===== src/rtl/id_ex_pipe_reg.sv =====
// Decode-to-execute pipeline register.
// Carries the decode control word, register read data, register specifiers
// and extended immediate into the execute stage. It also detects load-use
// hazards, inserts one bubble for each one, and keeps a saturating count of
// every bubble it inserts.
module id_ex_pipe_reg #(
    parameter int DATA_WIDTH = 32,
    parameter int REG_ADDR_W = 5,
    parameter int CNT_W      = 16
) (
    input  logic                  i_CLK,
    input  logic                  i_RST_n,

    // Decode stage
    input  logic                  i_ValidD,
    input  logic                  i_RegWriteD,
    input  logic                  i_MemtoRegD,
    input  logic                  i_MemWriteD,
    input  logic                  i_ALUSrcD,
    input  logic                  i_RegDstD,
    input  logic                  i_LoadD,
    input  logic [2:0]            i_ALUControlD,
    input  logic [DATA_WIDTH-1:0] i_RD1D,
    input  logic [DATA_WIDTH-1:0] i_RD2D,
    input  logic [DATA_WIDTH-1:0] i_SignImmD,
    input  logic [REG_ADDR_W-1:0] i_RsD,
    input  logic [REG_ADDR_W-1:0] i_RtD,
    input  logic [REG_ADDR_W-1:0] i_RdD,

    // Hazard / flow control
    input  logic                  i_StallE,
    input  logic                  i_FlushE,

    // Execute stage
    output logic                  o_RegWriteE,
    output logic                  o_MemtoRegE,
    output logic                  o_MemWriteE,
    output logic                  o_ALUSrcE,
    output logic                  o_RegDstE,
    output logic                  o_LoadE,
    output logic                  o_ValidE,
    output logic [2:0]            o_ALUControlE,
    output logic [DATA_WIDTH-1:0] o_RD1E,
    output logic [DATA_WIDTH-1:0] o_RD2E,
    output logic [DATA_WIDTH-1:0] o_SignImmE,
    output logic [REG_ADDR_W-1:0] o_RsE,
    output logic [REG_ADDR_W-1:0] o_RtE,
    output logic [REG_ADDR_W-1:0] o_RdE,

    output logic                  o_StallF,
    output logic                  o_StallD,
    output logic                  o_LwStall,
    output logic [CNT_W-1:0]      o_BubbleCount
);

    logic lwStall;
    logic insertBubble;
    logic cntAtMax;

    // Load-use detect. A load in E that targets a register the real
    // instruction in D reads must be separated from it by one bubble.
    // Register zero is never a true dependency.
    always_comb begin
        // NOTE: every always_comb output gets a value before any condition is
        // tested, so no path can leave it unassigned and infer a latch.
        lwStall      = 1'b0;
        insertBubble = 1'b0;
        if (o_ValidE && o_LoadE && i_ValidD && (o_RtE != '0) &&
            ((o_RtE == i_RsD) || (o_RtE == i_RtD))) begin
            lwStall = 1'b1;
        end
        // A held E stage beats a bubble: D is frozen too, so nothing is lost.
        insertBubble = !i_StallE && (lwStall || i_FlushE);
    end

    assign o_LwStall = lwStall;
    assign o_StallF  = lwStall | i_StallE;
    assign o_StallD  = lwStall | i_StallE;
    assign cntAtMax  = &o_BubbleCount;

    // E-stage register: hold on stall, zero on bubble, otherwise capture D.
    always_ff @(posedge i_CLK or negedge i_RST_n) begin
        if (!i_RST_n) begin
            // NOTE: sequential state uses non-blocking assignments so every
            // register samples values from before the edge, regardless of the
            // order of the statements.
            o_ValidE      <= 1'b0;
            o_RegWriteE   <= 1'b0;
            o_MemtoRegE   <= 1'b0;
            o_MemWriteE   <= 1'b0;
            o_ALUSrcE     <= 1'b0;
            o_RegDstE     <= 1'b0;
            o_LoadE       <= 1'b0;
            o_ALUControlE <= '0;
            o_RD1E        <= '0;
            o_RD2E        <= '0;
            o_SignImmE    <= '0;
            o_RsE         <= '0;
            o_RtE         <= '0;
            o_RdE         <= '0;
        end else if (i_StallE) begin
            // Hold: every E register keeps its value.
        end else if (insertBubble) begin
            o_ValidE      <= 1'b0;
            o_RegWriteE   <= 1'b0;
            o_MemtoRegE   <= 1'b0;
            o_MemWriteE   <= 1'b0;
            o_ALUSrcE     <= 1'b0;
            o_RegDstE     <= 1'b0;
            o_LoadE       <= 1'b0;
            o_ALUControlE <= '0;
            o_RD1E        <= '0;
            o_RD2E        <= '0;
            o_SignImmE    <= '0;
            o_RsE         <= '0;
            o_RtE         <= '0;
            o_RdE         <= '0;
        end else begin
            o_ValidE      <= i_ValidD;
            o_RegWriteE   <= i_RegWriteD;
            o_MemtoRegE   <= i_MemtoRegD;
            o_MemWriteE   <= i_MemWriteD;
            o_ALUSrcE     <= i_ALUSrcD;
            o_RegDstE     <= i_RegDstD;
            o_LoadE       <= i_LoadD;
            o_ALUControlE <= i_ALUControlD;
            o_RD1E        <= i_RD1D;
            o_RD2E        <= i_RD2D;
            o_SignImmE    <= i_SignImmD;
            o_RsE         <= i_RsD;
            o_RtE         <= i_RtD;
            o_RdE         <= i_RdD;
        end
    end

    // Bubble counter: counts each inserted bubble and sticks at all-ones.
    always_ff @(posedge i_CLK or negedge i_RST_n) begin
        if (!i_RST_n) begin
            o_BubbleCount <= '0;
        end else if (insertBubble && !cntAtMax) begin
            o_BubbleCount <= o_BubbleCount + CNT_W'(1);
        end
    end

endmodule


===== config.mk =====
export PLATFORM = sky130hd
export DESIGN_NAME = id_ex_pipe_reg
export DESIGN_NICKNAME = d
export VERILOG_FILES = /design/src/rtl/id_ex_pipe_reg.sv
export SDC_FILE = /design/constraint.sdc
export NUM_CORES = 1
export LEC_CHECK = 0
export CORE_MARGIN = 5
export CORE_UTILIZATION = 35
export DETAILED_ROUTE_END_ITERATION = 10
export PLACE_DENSITY = 0.7
export SYNTH_ARGS = -nofsm -noshare
export SYNTH_HDL_FRONTEND = slang
export SYNTH_SLANG_ARGS = --single-unit

===== constraint.sdc =====
create_clock -name i_CLK -period 2.3 [get_ports i_CLK]
set_input_delay 0.345 -clock i_CLK [delete_from_list [all_inputs] [get_ports i_CLK]]
set_output_delay 0.345 -clock i_CLK [all_outputs]
set_load 0.005 [all_outputs]

==> impl_metrics.json, run 1 <==
{
  "status": "finished clean",
  "timing.final.crit_share": 0.9982,
  "syn_nets": 746,
  "tightest_slew_ns": 0.5870,
  "placementRows": 46,
  "grt_pass1_vias": 5180,
  "yosysTopAreaCellShare": 0.5971,
  "worst_slack_ns": 0.004211,
  "dieArea_sq_um": 19070,
  "gr-usage-all-layers": 0.1785,
  "drive_above_1_share": 0.09060,
  "end_kind": "output port",
  "io_buffers": 264,
  "cts_tree": "done",
  "synth_top_family_by_area": "simple AND/OR/NAND/NOR gates",
  "synth_cell_types": 29,
  "synth_most_common_cell": "nand2_1",
  "crit_start": "o_RtE[1]",
  "dpl_worst_slack_ns": -0.4656,
  "synth_seq_area_share": 0.5971,
  "synth_edf_count": 0,
  "arrival_ns": 1.95,
  "synthTopCellsByCount": "249 x nand2_1, 137 x dfrtp_1, 114 x o21ai_0, 26 x clkbuf_1, 25 x xor2_1",
  "core_sq_um": 16000,
  "ant_nets": 0,
  "synth-compound-area-share": 0.1098,
  "yosys_warnings": 0,
  "drt_iter0_drc": 195,
  "reg2reg_from": "o_RtE[2]",
  "synth_area_leader_cell": "dfrtp_1",
  "synth_seq_cells": 137,
  "dr.pass1.iters": 4,
  "cts_buffer_depth": 2,
  "cp-start-kind": "flip-flop",
  "clockRootBuffer": "clkbuf_16",
  "vias_per_cell": 4.610,
  "yosys.area_share.simple": 0.2131,
  "r2r_setup_slack_ns": 0.12,
  "setup_violations": 0,
  "place_congestion": 0.7827,
  "syn_to_final_growth_pct": 63.70,
  "htree_levels": 4,
  "holdWs_ns": 0.2706,
  "grt_max_degree": 164,
  "max-slew-margin-rel": 0.6086,
  "synth.area.top_cells": "dfrtp_1 60%, nand2_1 16%, o21ai_0 9.9%",
  "syn_area_per_cell_sq_um": 9.261,
  "synthMuxAreaShare": 0.001961,
  "r2r_end": "o_BubbleCount[1]",
  "finalHoldViolCount": 0,
  "final_cells": 1110,
  "ys.flop_type": "dfrtp_1",
  "start_util": 0.3589,
  "critical_path_class": "flip-flop to output port",
  "p_leak_uw": 0.004091,
  "num-nets-final": 1007,
  "grt_pass1_wl_mm": 27.63,
  "drc": 0,
  "worst-r2r-cell-count": 7,
  "cts_buffers": 17,
  "slew_violations": 0,
  "overflow": 0,
  "postSynth.asyncResetShare": 1.000,
  "hold_start": "i_RsD[4]",
  "cp.required_ns": 1.96,
  "fp.dieH_um": 138.1,
  "antenna_cells": 0,
  "dpl.hpwl_mm": 12.46,
  "clkTransAtPathRegs_ns": 0.06,
  "synth_fa_ha_area_frac": 0.002179,
  "ios": 265,
  "finalSetupTns_ns": 0,
  "fin_util": 0.5874,
  "crit_fanout": 3,
  "irDropWorstVdd_mv": 0.4502,
  "synthXorXnorAreaFrac": 0.03813,
  "skew_ns": 0.006943,
  "cap_violations": 0,
  "cts_num_sinks": 137,
  "grt_setup_unrepaired": "yes",
  "dpl.cell_count": 1075,
  "antenna_found_initial": 0,
  "synth_area_sq_um": 5742,
  "die_w_um": 138.1,
  "wl_mm": 17.29,
  "netlist_instances": 620,
  "critPathCapture": "o_StallF",
  "vias": 5117,
  "min_period_ns": 2.296,
  "p_per_area_nw_per_um2": 749.7,
  "hold_class": "input pin to flip-flop",
  "routedWlPerCell_um": 15.57,
  "insertion_delay_ns": 0.41,
  "clock.fmax_ghz": 0.4356
}
-- stage by stage --
| step | instance area [sq um] | total power, uW |
|---|---|---|
| after floorplan | 5742 | 3204 |
| after global placement | 8671 | 4079 |
| after detailed placement | 8671 | 4096 |
| after CTS | 9373 | 7136 |
| after global routing | 9399 | 7375 |
| final | 9399 | 7047 |
-- critical path: stages (launching register included) --
cell     delay (ns)
dfrtp_1        0.41
or4_4          0.54
nor2_4         0.14
nor3_2         0.06
or2_4          0.28
buf_6          0.12
-- area by class of cell --
| type | count | area [sq um] |
|---|---|---|
| timing repair buffer | 287 | 2904 |
| clock buffer | 20 | 446.7 |
| tap | 216 | 270.3 |
| inverter | 1 | 3.754 |
| clock inverter | 12 | 197.7 |
| fill | 1466 | 6601 |
| sequential | 137 | 3430 |
| multi-input combinational | 437 | 2147 |
-- logic make-up (layout without fill, tap and decap cells) --
family,after synthesis,in the layout
simple gates,286,286
buf+inv,46,320
flops,137,137
compound gates,124,124
mux,1,1
fa+ha+maj,1,1
xor+xnor,25,25
-- placed cells by master (no fill, tap or decap), types with 2 or more instances in the layout --
cell and n:
clkdlybuf4s50_1 258, nand2_1 249, dfrtp_1 136, o21ai_0 113
xor2_1 23, clkbuf_16 17, buf_4 15, nor4_2 9
o21ai_1 8, buf_12 6, and3_1 5, bufinv_16 5
buf_6 5, nor3_2 4, nor2_1 3, nand3_1 3
nor3_1 3, clkinv_2 3, xor2_2 2, and4_1 2
nand4_1 2, clkinv_4 2, clkbuf_1 2, clkinvlp_4 2
-- per-layer routing --
| layer | vias up | wire, um | global-route usage | part of all wire |
|---|---|---|---|---|
| li1 | 2537 | - | - | - |
| met1 | 2365 | 7459 | 0.2234 | 0.43 |
| met2 | 198 | 7927 | 0.2824 | 0.46 |
| met3 | 17 | 1671 | 0.07724 | 0.097 |
| met4 | 0 | 229 | 0.05252 | 0.013 |
| met5 | - | 0 | 0 | 0 |
-- registers in the layout, summed over array words and instances, names as in the netlist, 3 cells and up --
signal and cells:
o_RtE 5, o_BubbleCount 16, o_RD2E 32, o_ALUControlE 3, o_RdE 5, o_RsE 5
o_SignImmE 32, o_RD1E 32
-- report_power, final --
part / leakage, uW / internal (uW) / switching, uW
sequential: 0.00178 / 2640 / 183
clock: 0.000310 / 1950 / 1020
combinational: 0.00200 / 761 / 487
total: 0.00409 / 5350 / 1700
-- how the worst min path moves through the flow --
| stage | slack (ns) | depth (start not counted) | to |
|---|---|---|---|
| 6_report | 0.27 | 3 | o_RsE[4] |
| 3_3_place_gp | 0.19 | 1 | o_SignImmE[2] |
| 2_1_floorplan | 0.05 | 0 | o_ALUControlE[0] |
| 4_1_cts | 0.30 | 3 | o_RD2E[2] |
| 3_5_place_dp | 0.19 | 1 | o_SignImmE[13] |
| 5_1_grt | 0.32 | 3 | o_RsE[4] |
-- timing repair --
action | 4_1_cts | 5_1_grt
hold buffers | 1 | 0
pin swaps | 3 | 6
buffers inserted | 2 | 0
endpoints found under the hold margin | 13 | 0
gates resized for setup | 13 | 11
setup endpoints to repair | 3 | 14
No activity file was read; power rests on OpenSTA's default activity.
==> run 2: changes to the inputs <==
--- a/config.mk
+++ b/config.mk
@@ -6,9 +6,9 @@
 export NUM_CORES = 1
 export LEC_CHECK = 0
 export CORE_MARGIN = 5
-export CORE_UTILIZATION = 35
+export CORE_UTILIZATION = 42
 export DETAILED_ROUTE_END_ITERATION = 10
-export PLACE_DENSITY = 0.7
+export PLACE_DENSITY = 0.81
 export SYNTH_ARGS = -nofsm -noshare
 export SYNTH_HDL_FRONTEND = slang
 export SYNTH_SLANG_ARGS = --single-unit
==> run 2 against run 1 <==
  * The flow now finishes with violations (setup timing)
  * Global-route usage is 3.5 points higher
  * Register-to-register slack lost 0.07 ns
  * Clock skew is 0.0026 ns higher
  * Total power down 3.5%
  * Non-clock buffer count up 4
  * Sequential power is essentially flat
  * Via count up 1.2%
  * Clock-buffer cell count rose by 2
  * Combinational power hardly changed
  * Critical endpoint is now o_StallD
==> impl_metrics.json, run 2 (synthesized netlist as in run 1, its figures left out) <==
{
  "fp.dieH_um": 126.9,
  "fin_util": 0.7040,
  "fillerInstances": 987,
  "irDropWorstVdd_mv": 0.3996,
  "dieArea_sq_um": 16110,
  "clock.fmax_ghz": 0.4317,
  "layout_common_cells": "259 x clkdlybuf4s50_1, 249 x nand2_1, 136 x dfrtp_1, 113 x o21ai_0, 25 x xor2_1",
  "violations": "setup timing",
  "setup_violations": 2,
  "slew_violations": 0,
  "vias": 5176,
  "hold_end": "o_RD2E[31]",
  "insertion_delay_ns": 0.41,
  "cts_tree": "done",
  "ios": 265,
  "dpl.hpwl_mm": 12.28,
  "io_buffers": 264,
  "skew_ns": 0.009509,
  "grt_pass1_vias": 5243,
  "grt_setup_unrepaired": "yes",
  "cts_num_sinks": 137,
  "syn_to_final_growth_pct": 63.65,
  "arrival_ns": 1.97,
  "critical_path_class": "flip-flop to output port",
  "layout_commonest_cell": "clkdlybuf4s50_1",
  "reg2reg_from": "o_RtE[2]",
  "start_util": 0.4302,
  "status": "finished with violations",
  "end_kind": "output port",
  "hold_start": "i_StallE",
  "max-slew-margin-rel": 0.6201,
  "antenna_found_initial": 0,
  "drc": 0,
  "die_w_um": 126.9,
  "r2r_setup_slack_ns": 0.05,
  "cp.required_ns": 1.96,
  "num-nets-final": 1011,
  "cap_violations": 0,
  "hold_depth": 3,
  "place_congestion": 0.8176,
  "min_period_ns": 2.316,
  "drt_iter0_drc": 214,
  "core_sq_um": 13350,
  "cts_buffers": 17,
  "p_per_area_nw_per_um2": 723.7,
  "cp-start-kind": "flip-flop",
  "p_leak_uw": 0.004110,
  "dr.pass1.iters": 4,
  "worst-r2r-cell-count": 9,
  "cts_buffer_depth": 2,
  "wl_mm": 17.36,
  "crit_fanout": 4,
  "vias_per_cell": 4.824,
  "htree_levels": 4,
  "worst_slack_ns": -0.01638,
  "gr-usage-all-layers": 0.2135,
  "drive_above_1_share": 0.09476,
  "placementRows": 42,
  "grt_pass1_wl_mm": 27.15,
  "antenna_cells": 0,
  "clkTransAtPathRegs_ns": 0.05,
  "clockRootBuffer": "clkbuf_16",
  "reg_top3": "o_RD1E (32), o_RD2E (32), o_SignImmE (32)",
  "finalHoldViolCount": 0,
  "tightest_slew_ns": 0.5698,
  "r2r_end": "o_BubbleCount[8]",
  "routedWlPerCell_um": 16.18,
  "grt_max_degree": 151,
  "overflow": 0,
  "ant_nets": 0,
  "finalSetupTns_ns": -0.03241,
  "timing.final.crit_share": 1.007,
  "hold_class": "input pin to flip-flop"
}
[run 2: cell count changes in the layout (fill, tap and decap cells not counted), sizes merged]
cell / delta
buf: +5
bufinv: -2
clkinvlp: -1
clkdlybuf4s15: -1
dlymetal6s2s: -1
clkbuf: +2
clkdlybuf4s50: +1
[run 2: per-layer routing]
layer,track usage,vias up,part of all wire
met5,0,-,0
met4,0.08013,0,0.019
met3,0.09794,24,0.11
met2,0.3484,202,0.48
met1,0.2469,2398,0.39
li1,-,2552,-
[run 2: how the worst max path moves through the flow]
stage              from  slack [ns]  cells past startpoint               end
4_1_cts        o_RtE[2]       -0.06                      5          o_StallD
3_3_place_gp   i_RsD[2]       -0.40                      7          o_StallF
5_1_grt        o_RtE[2]        -0.1                      9  o_BubbleCount[9]
3_5_place_dp   i_RtD[2]       -0.44                      7          o_StallD
6_report       o_RtE[2]       -0.02                      5          o_StallD
2_1_floorplan  o_RtE[2]        0.25                      7  o_BubbleCount[1]
[run 2: cell type report]
cell class / instances / area (sq um) / share of cell area
inverters: 1 / 3.754 / 0.0003995
clock buffers: 22 / 464.2 / 0.04940
clock inverters: 9 / 122.6 / 0.01305
repair buffers: 291 / 2923 / 0.3111
well taps: 176 / 220.2 / 0.02344
flip-flops and latches: 137 / 3430 / 0.3650
multi-input cells: 437 / 2233 / 0.2377
[run 2: worst max-delay path: stages, from the launching register on]
cell and delay [ns]:
dfrtp_2 0.45, or4_4 0.56, nor2_4 0.11, nor3_2 0.07, or2_4 0.24, buf_2 0.13
[run 2: timing repair]
item | in CTS | in global routing
gates resized for setup | 32 | 15
pin swaps | 5 | 11
cloned | 0 | 0
endpoints found under the hold margin | 56 | 0
hold buffers | 1 | 0
setup endpoints to repair | 41 | 137
setup buffers | 4 | 1
[run 2: power by group]
group	switching, uW	total, uW	internal [uW]	leakage, uW
registers	188	2830	2640	0.00178
clock network	959	2700	1750	0.000290
logic	500	1270	766	0.00204
[run 2: stage by stage]
step | hold WS, ns | power [uW] | instance area, sq um | instances | setup slack (ns)
floorplan | 0.04941 | 3204 | 5742 | 620 | 0.2463
global placement | 0.3515 | 4059 | 8591 | 1036 | -0.4014
detailed placement | 0.3521 | 4088 | 8591 | 1036 | -0.4388
CTS | 0.2615 | 6867 | 9304 | 1072 | -0.06054
global route | 0.2812 | 7115 | 9397 | 1073 | -0.09595
finish | 0.2776 | 6800 | 9397 | 1073 | -0.01638
==> run 3: changes to the inputs <==
--- a/config.mk
+++ b/config.mk
@@ -8,6 +8,7 @@
 export CORE_MARGIN = 5
 export CORE_UTILIZATION = 42
 export DETAILED_ROUTE_END_ITERATION = 10
+export GPL_ROUTABILITY_DRIVEN = 0
 export PLACE_DENSITY = 0.81
 export SYNTH_ARGS = -nofsm -noshare
 export SYNTH_HDL_FRONTEND = slang
==> constraint.sdc (replaced) <==
create_clock -name i_CLK -period 2.6 [get_ports i_CLK]
set_input_delay 0.39 -clock i_CLK [delete_from_list [all_inputs] [get_ports i_CLK]]
set_output_delay 0.39 -clock i_CLK [all_outputs]
set_load 0.01 [all_outputs]
==> run 3 against run 2 <==
  * The run now ends clean
  * Via count down 0.56%
  * Hold slack improved by 0.093 ns
  * Total power shrank 12%
  * Critical path depth rose by 2
  * Sequential power is 12% lower
  * Global-route usage shrank 0.67 points
  * Critical path type unchanged
==> impl_metrics.json, run 3 (synthesized netlist as in run 1, its figures left out) <==
{
  "antenna_found_initial": 0,
  "layout_commonest_cell": "clkdlybuf4s50_1",
  "crit_start": "o_RtE[2]",
  "cts_num_sinks": 137,
  "vias": 5147,
  "place_area_sq_um": 8596,
  "wl_mm": 16.91,
  "dpl.hpwl_mm": 12.31,
  "slew_violations": 0,
  "ios": 265,
  "end_kind": "output port",
  "placementRows": 42,
  "cts_tree": "done",
  "syn_to_final_growth_pct": 60.19,
  "reg_top3": "o_RD1E (32), o_RD2E (32), o_SignImmE (32)",
  "drt_iter0_drc": 276,
  "stdcell_area_sq_um": 9198,
  "antenna_cells": 0,
  "io_buffers": 264,
  "clock.fmax_ghz": 0.3884,
  "timing.final.crit_share": 0.9903,
  "critical_path_depth": 7,
  "insertion_delay_ns": 0.42,
  "grt_pass1_wl_mm": 26.31,
  "die_w_um": 126.9,
  "finalHoldViolCount": 0,
  "skew_ns": 0.006751,
  "num-nets-final": 1008,
  "irDropWorstVdd_mv": 0.4075,
  "clockRootBuffer": "clkbuf_16",
  "grt_pass1_vias": 5164,
  "gr-usage-all-layers": 0.2069,
  "p_per_area_nw_per_um2": 648.4,
  "fin_util": 0.6891,
  "cts_buffer_depth": 2,
  "routedWlPerCell_um": 15.79,
  "arrival_ns": 2.18,
  "drive_above_1_share": 0.08492,
  "crit_buf_inv": 3,
  "core_sq_um": 13350,
  "r2r_end": "o_BubbleCount[3]",
  "overflow": 0,
  "htree_levels": 4,
  "status": "finished clean",
  "worst-r2r-cell-count": 9,
  "p_leak_uw": 0.004040,
  "power_uw": 5964,
  "reg2reg_from": "o_RtE[2]",
  "setup_violations": 0,
  "cts_buffers": 17,
  "cp-start-kind": "flip-flop",
  "crit_fanout": 4,
  "drc": 0,
  "critical_path_class": "flip-flop to output port",
  "cap_violations": 0,
  "worst_slack_ns": 0.02525,
  "tightest_slew_ns": 0.7526,
  "cp.required_ns": 2.21,
  "start_util": 0.4302,
  "min_period_ns": 2.575,
  "dpl_worst_slack_ns": -0.2746,
  "fillerInstances": 1035,
  "critPathCapture": "o_LwStall",
  "crit_chain": "buf_4 > xor2_1 > nor3_1 > a22oi_1 > nor3_2 > buf_4 > dlygate4sd2_1",
  "clkTransAtPathRegs_ns": 0.05,
  "hold_depth": 3,
  "hold_class": "input pin to flip-flop",
  "fp.dieH_um": 126.9,
  "crit_slowest_cell": "dfrtp_2",
  "critPathMostFrequentCell": "buf_4",
  "max-slew-margin-rel": 0.4983,
  "grt_setup_unrepaired": "yes",
  "ant_nets": 0,
  "r2r_setup_slack_ns": 0.11,
  "layout_common_cells": "259 x clkdlybuf4s50_1, 249 x nand2_1, 135 x dfrtp_1, 114 x o21ai_0, 25 x xor2_1",
  "vias_per_cell": 4.806,
  "grt_max_degree": 93,
  "dr.pass1.iters": 4,
  "dieArea_sq_um": 16110,
  "cpLargestDelayFamily": "buffers and inverters",
  "cp_slowest_stage_delay_ns": 0.44
}
run 3: changes by cell type in the layout (fill, tap and decap cells not counted), sizes merged:
cell	previous run	this run
clkinv	5	6
clkbuf	22	25
dlygate4sd2	0	1
buf	31	25
bufinv	3	2
run 3: power breakdown:
group,internal (uW),switching (uW)
Clock,1450,851
Combinational,661,499
Sequential,2340,166
run 3: cell type report:
class                           count  area (sq um)  area share
Multi-Input combinational cell    437          2111      0.2295
Timing Repair Buffer              288          2867      0.3117
Clock inverter                      9         97.59     0.01061
Sequential cell                   137          3431      0.3730
Tap cell                          176         220.2     0.02394
Inverter                            1         3.754   0.0004081
Clock buffer                       23         467.9     0.05088
run 3: stage by stage:
stage	setup TNS, ns	cells	hold WS, ns
2_1_floorplan	0	620	0.09441
3_3_place_gp	-1.371	1035	0.4129
3_5_place_dp	-7.184	1035	0.4203
4_1_cts	-0.04433	1069	0.3695
5_1_grt	-0.03065	1071	0.3854
6_report	0	1071	0.3701
run 3: worst register-to-register path: stages (launching register included):
cell and delay [ns]:
dfrtp_2 0.44, buf_4 0.15, xor2_1 0.15, nor3_1 0.25, a22oi_1 0.16, buf_4 0.16
o31a_2 0.40, buf_4 0.22, nor4_2 0.28, xor2_1 0.18
run 3: worst min path at each step:
stage / startpoint / endpoint / slack (ns)
after floorplan: i_RST_n / o_ALUControlE[0] / 0.09
after global placement: i_RST_n / o_RD2E[19] / 0.41
after detailed placement: i_RST_n / o_RD2E[19] / 0.42
after CTS: i_StallE / o_RD1E[10] / 0.37
after global routing: i_StallE / o_RD2E[31] / 0.39
final: i_StallE / o_RD2E[31] / 0.37
run 3: timing repair:
| item | 4_1_cts | 5_1_grt |
|---|---|---|
| gates resized for setup | 8 | 4 |
| gates cloned | 0 | 0 |
| hold endpoints to repair | 59 | 0 |
| buffers inserted | 1 | 2 |
| hold buffers | 1 | 0 |
| pin swaps | 2 | 1 |
| endpoints found under the setup margin | 3 | 2 |
run 3: per-layer routing:
metal | vias up | wire, um | track usage
met5 | - | 0 | 0
met4 | 0 | 333 | 0.07760
met3 | 25 | 1788 | 0.09416
met2 | 195 | 8070 | 0.3366
met1 | 2383 | 6722 | 0.2405
li1 | 2544 | - | -
